### config.mk
export PLATFORM = sky130hd
export DESIGN_NAME = usbh_tx_sched
export DESIGN_NICKNAME = d
export VERILOG_FILES = /design/src/rtl/usbh_tx_sched.sv
export SDC_FILE = /design/constraint.sdc
export NUM_CORES = 1
export LEC_CHECK = 0
export BUFFER_PORTS_ARGS = -buffer_cell sky130_fd_sc_hd__buf_2
export CELL_PAD_IN_SITES_DETAIL_PLACEMENT = 1
export CELL_PAD_IN_SITES_GLOBAL_PLACEMENT = 1
export CORE_MARGIN = 2
export CORE_UTILIZATION = 43
export DETAILED_ROUTE_END_ITERATION = 12
export PLACE_DENSITY_LB_ADDON = 0.1
export SLEW_MARGIN = 10
export SYNTH_ARGS = -nofsm -noshare
export SYNTH_HDL_FRONTEND = slang
export SYNTH_SLANG_ARGS = --single-unit
### constraint.sdc
create_clock -name clk_i -period 3.4 [get_ports clk_i]
set_input_delay 0.17 -clock clk_i [delete_from_list [all_inputs] [get_ports clk_i]]
set_output_delay 0.17 -clock clk_i [all_outputs]
set_load 0.01 [all_outputs]
### src/rtl/usbh_tx_sched.sv
// usbh_tx_sched: transmit-side sequencer between the host TX byte FIFO and the SIE.
// On start it pops exactly len_i bytes from the FIFO, one at a time, and hands each to
// the SIE through a valid/accept handshake. It flags the final byte, declares underrun
// after TO_CYC consecutive empty cycles while waiting for data, and supports abort with
// a FIFO flush.
//
// Ports:
//   clk_i, rst_i             clock, asynchronous active-high reset
//   start_i, len_i           start command and byte count (sampled in IDLE only)
//   abort_i                  cancel transfer, flush FIFO (highest priority)
//   fifo_empty_i/data_i      FIFO status and head data
//   fifo_pop_o/flush_o       FIFO strobes
//   sie_data_o/valid_o/last_o, sie_accept_i   byte handshake to the SIE
//   busy_o, done_o, underrun_o, remaining_o   status
module usbh_tx_sched #(
  parameter int unsigned LEN_W  = 16,
  parameter int unsigned TO_W   = 8,
  parameter int unsigned TO_CYC = 255
) (
  input  logic             clk_i,
  input  logic             rst_i,
  input  logic             start_i,
  input  logic [LEN_W-1:0] len_i,
  input  logic             abort_i,
  input  logic             fifo_empty_i,
  input  logic [7:0]       fifo_data_i,
  output logic             fifo_pop_o,
  output logic             fifo_flush_o,
  output logic [7:0]       sie_data_o,
  output logic             sie_valid_o,
  output logic             sie_last_o,
  input  logic             sie_accept_i,
  output logic             busy_o,
  output logic             done_o,
  output logic             underrun_o,
  output logic [LEN_W-1:0] remaining_o
);

  localparam logic [1:0] StIdle    = 2'd0;
  localparam logic [1:0] StFetch   = 2'd1;
  localparam logic [1:0] StPresent = 2'd2;

  logic [1:0]       state_q, state_d;
  logic [LEN_W-1:0] rem_q, rem_d;
  logic [TO_W-1:0]  stall_q, stall_d;
  logic [TO_W-1:0]  stall_inc;
  logic [7:0]       data_q, data_d;
  logic             done_q, done_d;
  logic             underrun_q, underrun_d;

  assign stall_inc = stall_q + 1'b1;

  always_comb begin
    state_d    = state_q;
    rem_d      = rem_q;
    stall_d    = stall_q;
    data_d     = data_q;
    done_d     = 1'b0;
    underrun_d = 1'b0;
    if (abort_i) begin
      // Abort overrides any coincident start, accept or pop.
      state_d = StIdle;
      rem_d   = '0;
      stall_d = '0;
    end else begin
      unique case (state_q)
        StIdle: begin
          if (start_i) begin
            if (len_i != '0) begin
              rem_d   = len_i;
              stall_d = '0;
              state_d = StFetch;
            end else begin
              done_d = 1'b1;  // zero-length packet completes immediately
            end
          end
        end
        StFetch: begin
          if (!fifo_empty_i) begin
            data_d  = fifo_data_i;
            stall_d = '0;
            state_d = StPresent;
          end else if (stall_inc == TO_W'(TO_CYC)) begin
            underrun_d = 1'b1;
            stall_d    = '0;
            rem_d      = '0;
            state_d    = StIdle;
          end else begin
            stall_d = stall_inc;
          end
        end
        StPresent: begin
          if (sie_accept_i) begin
            rem_d = rem_q - 1'b1;
            if (rem_q == LEN_W'(1)) begin
              done_d  = 1'b1;
              state_d = StIdle;
            end else begin
              state_d = StFetch;
            end
          end
        end
        default: state_d = StIdle;
      endcase
    end
  end

  always_ff @(posedge clk_i or posedge rst_i) begin
    if (rst_i) begin
      state_q    <= StIdle;
      rem_q      <= '0;
      stall_q    <= '0;
      data_q     <= '0;
      done_q     <= 1'b0;
      underrun_q <= 1'b0;
    end else begin
      state_q    <= state_d;
      rem_q      <= rem_d;
      stall_q    <= stall_d;
      data_q     <= data_d;
      done_q     <= done_d;
      underrun_q <= underrun_d;
    end
  end

  assign fifo_pop_o   = (state_q == StFetch) & ~fifo_empty_i & ~abort_i;
  // Gated by reset so an abort held during reset cannot flush the FIFO.
  assign fifo_flush_o = (abort_i & ~rst_i) | underrun_q;
  assign sie_data_o   = data_q;
  assign sie_valid_o  = (state_q == StPresent);
  assign sie_last_o   = (state_q == StPresent) & (rem_q == LEN_W'(1));
  assign busy_o       = (state_q != StIdle);
  assign done_o       = done_q;
  assign underrun_o   = underrun_q;
  assign remaining_o  = rem_q;

endmodule
==> summary.txt, run 1 <==
Max Transition Viols Final = 0
worst-skew pair later-pin latency = 0.30 ns
Fillers = 674
Mean Syn Cell Area = 8.85 sq um
Mapped Nets = 316
hpwl dp = 5560 microns
Root Buffer Master = clkbuf_8
status = finished clean
Starting Density = 44.7%
Critical Path Fanout Max = 17
total clock sinks = 36
R2R Path Start = stall_q[0]
Max clock buf depth = 2
most used flip-flop cell after synthesis = dfrtp_1
peak supply drop = 0.313 mV
RR Endpoint = remaining_o[9]
Synth Register Bits = 36
sequential fraction of the synthesis area = 36.6%
RSZ-0062 raised after global routing = false
Post-Route WL = 7660 microns
CTS buffer count = 5
Fmax = 383 MHz
commonest non-fill, non-tap cell in the layout = buf_2
initial antenna violation count = 0
Ys Warns = 0
port bufs = 60
CTS hold repair buffers = 0
first-pass GRT wire length = 12600 microns
number of global-route vias before repair = 2433
Iter 0 DRT Violations = 173
Residual DRC = 0
drt first pass iters = 4
Util after Layout = 52.8%
Worst path top cell family by delay = compound AO/OA/AOI/OAI gates
setup TNS = 0 ns
crit path time final = 2.61 ns
crit path cell chain = ha_1, nor2b_1, nand2_1, o22ai_2, a41o_1, nand2_1, o31ai_1
die height = 79.7 microns
Worst Clk Skew = 0.00507 ns
total number of vias = 2508
largest net degree at the start of global routing = 37
critical path endpoint category = flip-flop
CP most frequent cell = nand2_1
FF+latch area = 901 sq um
post-cts resize count = 0
CTS tree = done
Final setup viols = 0
R2R cell count = 7
chip width = 79.7 microns
Buf+Inv Stages, Crit Path = 0
Placed Area = 0.00279 sq mm
Tot GR Track Use = 25.7%
core area = 0.00551 sq mm
Final Hold Viols = 0
asr flop ratio synth = 100%
multi-input logic area = 0.00143 sq mm
CTS H-tree depth = 2
Reg clk slew, reported paths = 0.08 ns
measured slew at the worst slew-check pin = 0.827 ns
commonest non-fill, non-tap cells in the layout = buf_2, dfrtp_1, a21oi_1, nand2_1
FF-to-FF setup slack = 0.79 ns
Slew headroom = 44.3%
Slowest Stage Delay on Critical Path = 0.69 ns
gpl congestion = 0.871
Final ANT Viol Nets = 0
pre-CTS worst setup slack = 0.807 ns
Mapped Area = 0.00246 sq mm
Cells after Synth = 278
Top Ports = 61
area delta synth->final = 18.1%
Yosys cell types = 60
fin nets = 370
Power Dens Cells = 671 mW/mm^2
gr ovfl total = 0
share of layout cells above drive strength 1 = 27.0%
Critical Path Start Type = flip-flop
Final Worst Setup Slack = 0.789 ns
Diodes inserted = 0
Final period util = 76.8%
number of setup buffers added after CTS = 0
DR WL/cell = 18.9 microns
critical path class = reg2reg
WHS = 0.101 ns
number of synthesized flops with an enable pin = 0
Vias/cell = 6.19
CP required = 3.59 ns
die area = 0.00634 sq mm
MaxCap Viol Count = 0
Worst EP arrival = 2.81 ns
Leak = 1.30 nW
row cnt = 27
Post-Layout Inst Area = 0.00291 sq mm
Critical-path top delay cell = a41o_1
worst hold-check path type = in2async
==> power by group <==
part | switching [mW] | internal (mW)
combinational | 0.547 | 0.344
clock | 0.176 | 0.221
sequential | 0.128 | 0.534
total | 0.851 | 1.10
==> kinds of logic (layout without fill, tap and decap cells) <==
| logic type | Yosys count | in the layout | synth area share (%) |
|---|---|---|---|
| muxes | 13 | 13 | 5.69 |
| xor gates and xnor gates | 4 | 4 | 1.42 |
| DFF | 36 | 36 | 36.6 |
| AOI/OAI and AO/OA | 86 | 86 | 23.9 |
| adders and majority gates | 8 | 8 | 4.07 |
| and+or+nand+nor | 103 | 103 | 23.1 |
| buffers and inverters | 28 | 83 | 5.13 |
==> cell type report <==
cell class | instances | area share, %
inverters | 12 | 1.55
well taps | 72 | 3.10
clock inverters | 3 | 1.59
clock buffers | 5 | 2.37
multi-input cells | 214 | 49.3
repair buffers | 63 | 11.1
flip-flops and latches | 36 | 31.0
==> routing by layer <==
metal	wire length (microns)	global-route usage, %	vias up
met1	3620	37.5	1261
met4	87	6.38	0
met5	0	0	-
li1	-	-	1162
met2	3510	39.3	77
met3	441	4.52	8
==> synth_stat cells, types with 5 or more instances <==
cell type   n  area share, %
a21oi_1    28            5.7
inv_1      12            1.8
nor3_1     17            3.5
clkbuf_1    9            1.4
nand3_1     7            1.4
nor2_1     17            2.6
mux2i_1     5            2.0
nand2_1    19            2.9
mux2_2      8            3.7
nor3b_1     5            1.5
ha_1        8            4.1
o21ai_0    17            3.5
o31ai_1     6            1.8
dfrtp_1    36             37
nor4_1      8            2.0
==> sequential cells by signal, summed over array words and instances, names as in the netlist <==
name	count
stall_q	8
remaining_o	16
sie_data_o	8
state_q	2
done_o	1
underrun_o	1
==> how the worst max path moves through the flow <==
stage                              start              end  slack [ns]  cells after the start
after floorplan           remaining_o[0]  remaining_o[14]        1.32                      8
final                         stall_q[0]   remaining_o[9]        0.79                      7
after global placement        state_q[1]       stall_q[3]        0.89                      8
after global routing          stall_q[0]   remaining_o[9]        0.56                      7
after detailed placement      state_q[0]       stall_q[3]        0.81                      8
after CTS                     state_q[0]       stall_q[3]        0.79                      8
==> stage by stage <==
stage          power (mW)  instances
2_1_floorplan        1.26        278
3_3_place_gp         1.53        397
3_5_place_dp         1.55        397
4_1_cts              1.96        405
5_1_grt              2.09        405
6_report             1.95        405
==> tightest hold or removal path: stages <==
cell and delay (ns):
buf_2 0.10, inv_1 0.12, buf_4 0.46
(Power assumes the default switching activity.)
==> run 2: changes to the inputs <==
--- a/config.mk
+++ b/config.mk
@@ -9,7 +9,7 @@
 export CELL_PAD_IN_SITES_DETAIL_PLACEMENT = 1
 export CELL_PAD_IN_SITES_GLOBAL_PLACEMENT = 1
 export CORE_MARGIN = 2
-export CORE_UTILIZATION = 43
+export CORE_UTILIZATION = 40
 export DETAILED_ROUTE_END_ITERATION = 12
 export PLACE_DENSITY_LB_ADDON = 0.1
 export SLEW_MARGIN = 10
==> constraint.sdc (replaced) <==
create_clock -name clk_i -period 2.6 [get_ports clk_i]
set_input_delay 0.13 -clock clk_i [delete_from_list [all_inputs] [get_ports clk_i]]
set_output_delay 0.13 -clock clk_i [all_outputs]
set_load 0.01 [all_outputs]
==> run 2 against run 1 <==
  * Clock power rose by 6.5%
  * Count of clock-buffer cells in the layout stayed put
  * First-iteration DRC count fell by 2.9%
  * Register-to-register slack lost 0.56 ns
  * Clock skew about the same
  * Non-clock buffer count rose by 9
  * Sequential cell count did not move
  * Total power increased by 31%
  * Cell count increased by 3.0%
  * Sequential share of layout area shrank 0.54 points
  * Setup slack worse by 0.56 ns
  * Wire length is 5.6% higher
==> summary.txt, run 2 (synthesis results as in run 1) <==
CTS hold repair buffers = 0
Total Power = 2.55 mW
Fmax = 422 MHz
Final Hold Viols = 0
Worst EP arrival = 2.55 ns
row cnt = 28
Post-Route WL = 8090 microns
Final ANT Viol Nets = 0
pre-CTS worst setup slack = 0.132 ns
Max Transition Viols Final = 0
GRT met3 Usage = 4.13%
gr ovfl total = 0
Critical Path Fanout Max = 10
total clock sinks = 36
Slew headroom = 57.3%
CP required = 2.78 ns
chip width = 82.4 microns
largest net degree at the start of global routing = 37
CTS H-tree depth = 2
Int Pwr = 1.40 mW
GR Util met2 = 41.0%
Residual DRC = 0
Starting Density = 41.6%
Final setup viols = 0
Sw Share = 45.1%
critical path class = reg2reg
drt first pass iters = 4
Diodes inserted = 0
crit path time final = 2.37 ns
GRT met1 Usage = 34.9%
Max clock buf depth = 2
Final period util = 91.2%
Final Worst Setup Slack = 0.228 ns
MaxCap Viol Count = 0
share of power burned in registers = 33.7%
Reg clk slew, reported paths = 0.08 ns
hpwl dp = 5850 microns
Critical Path Start Type = flip-flop
CTS buffer count = 5
number of global-route vias before repair = 2484
worst-skew pair later-pin latency = 0.30 ns
most used routing layer = met2
Clk pwr share = 16.6%
number of setup buffers added after CTS = 0
max FFs per register = 16
Worst Clk Skew = 0.00475 ns
Fillers = 746
Root Buffer Master = clkbuf_8
WHS = 0.0181 ns
peak supply drop = 0.492 mV
Leak = 1.33 nW
die height = 82.4 microns
first-pass GRT wire length = 12900 microns
Tot GR Track Use = 25.0%
worst hold-check path type = in2async
commonest non-fill, non-tap cell in the layout = buf_2
port bufs = 60
initial antenna violation count = 0
setup TNS = 0 ns
gpl congestion = 0.881
RSZ-0062 raised after global routing = false
fin nets = 379
NetSw = 1.15 mW
Comb pwr share = 49.7%
die area = 0.00680 sq mm
status = finished clean
core area = 0.00592 sq mm
Vias/cell = 6.05
critical path endpoint category = flip-flop
DR WL/cell = 19.4 microns
CTS tree = done
Power Dens Cells = 861 mW/mm^2
commonest non-fill, non-tap cells in the layout = buf_2, dfrtp_1, a21oi_1, nand2_1
share of layout cells above drive strength 1 = 29.2%
measured slew at the worst slew-check pin = 0.641 ns
area delta synth->final = 20.2%
Top Ports = 61
Iter 0 DRT Violations = 168
total number of vias = 2523
run 2: worst max-delay path: stages (launching register included):
cell and delay, ns:
dfrtp_1 0.45, ha_1 0.28, nand2b_1 0.16, o21ai_0 0.09, a31o_2 0.27, a41oi_2 0.37
a2111oi_0 0.55, nor3_1 0.08
run 2: power groups by stage:
stage               combinational [mW]  clock [mW]  sequential [mW]
floorplan                        0.747           0            0.898
finish                            1.26       0.423            0.858
global placement                  1.22           0            0.859
global route                      1.39       0.457            0.878
detailed placement                1.25           0            0.867
CTS                               1.26       0.439            0.856
run 2: path summary, 6_finish.rpt:
check                               startpoint        endpoint  slack, ns  cells after the start
worst max register to register      stall_q[0]  remaining_o[6]       0.23                      7
worst min register to register   sie_data_o[4]   sie_data_o[4]       0.51                      1
worst max-delay path                stall_q[0]  remaining_o[6]       0.23                      7
min in group clk_i              fifo_data_i[5]   sie_data_o[5]       0.06                      2
max in group asynchronous                rst_i  remaining_o[0]       2.23                      3
worst min-delay path                     rst_i      stall_q[1]       0.02                      3
run 2: layout make-up:
cell class / instances / area [sq um] / share of cell area [%]
Clock buffer: 5 / 68.8 / 2.33
Clock inverter: 3 / 23.8 / 0.803
Inverter: 12 / 45.0 / 1.52
Multi-Input combinational cell: 214 / 1440 / 48.5
Sequential cell: 36 / 901 / 30.4
Tap cell: 75 / 93.8 / 3.17
Timing Repair Buffer: 72 / 390 / 13.2
run 2: timing repair:
item                                    CTS  global route
hold endpoints to repair                  0             0
endpoints found under the setup margin    0             5
resized for setup                         0             2
run 2: metrics by stage:
stage               util (%)  cell area (sq um)  cells
global route            50.0               2960    417
detailed placement      48.4               2860    409
floorplan                  -               2460    278
global placement        48.4               2860    409
CTS                     49.9               2960    417
finish                  50.0               2960    417
run 2: metal layers:
layer	share of wire, %	up-vias
met5	0	-
met4	0.63	0
met3	6.6	6
met2	47	90
met1	46	1249
li1	-	1178
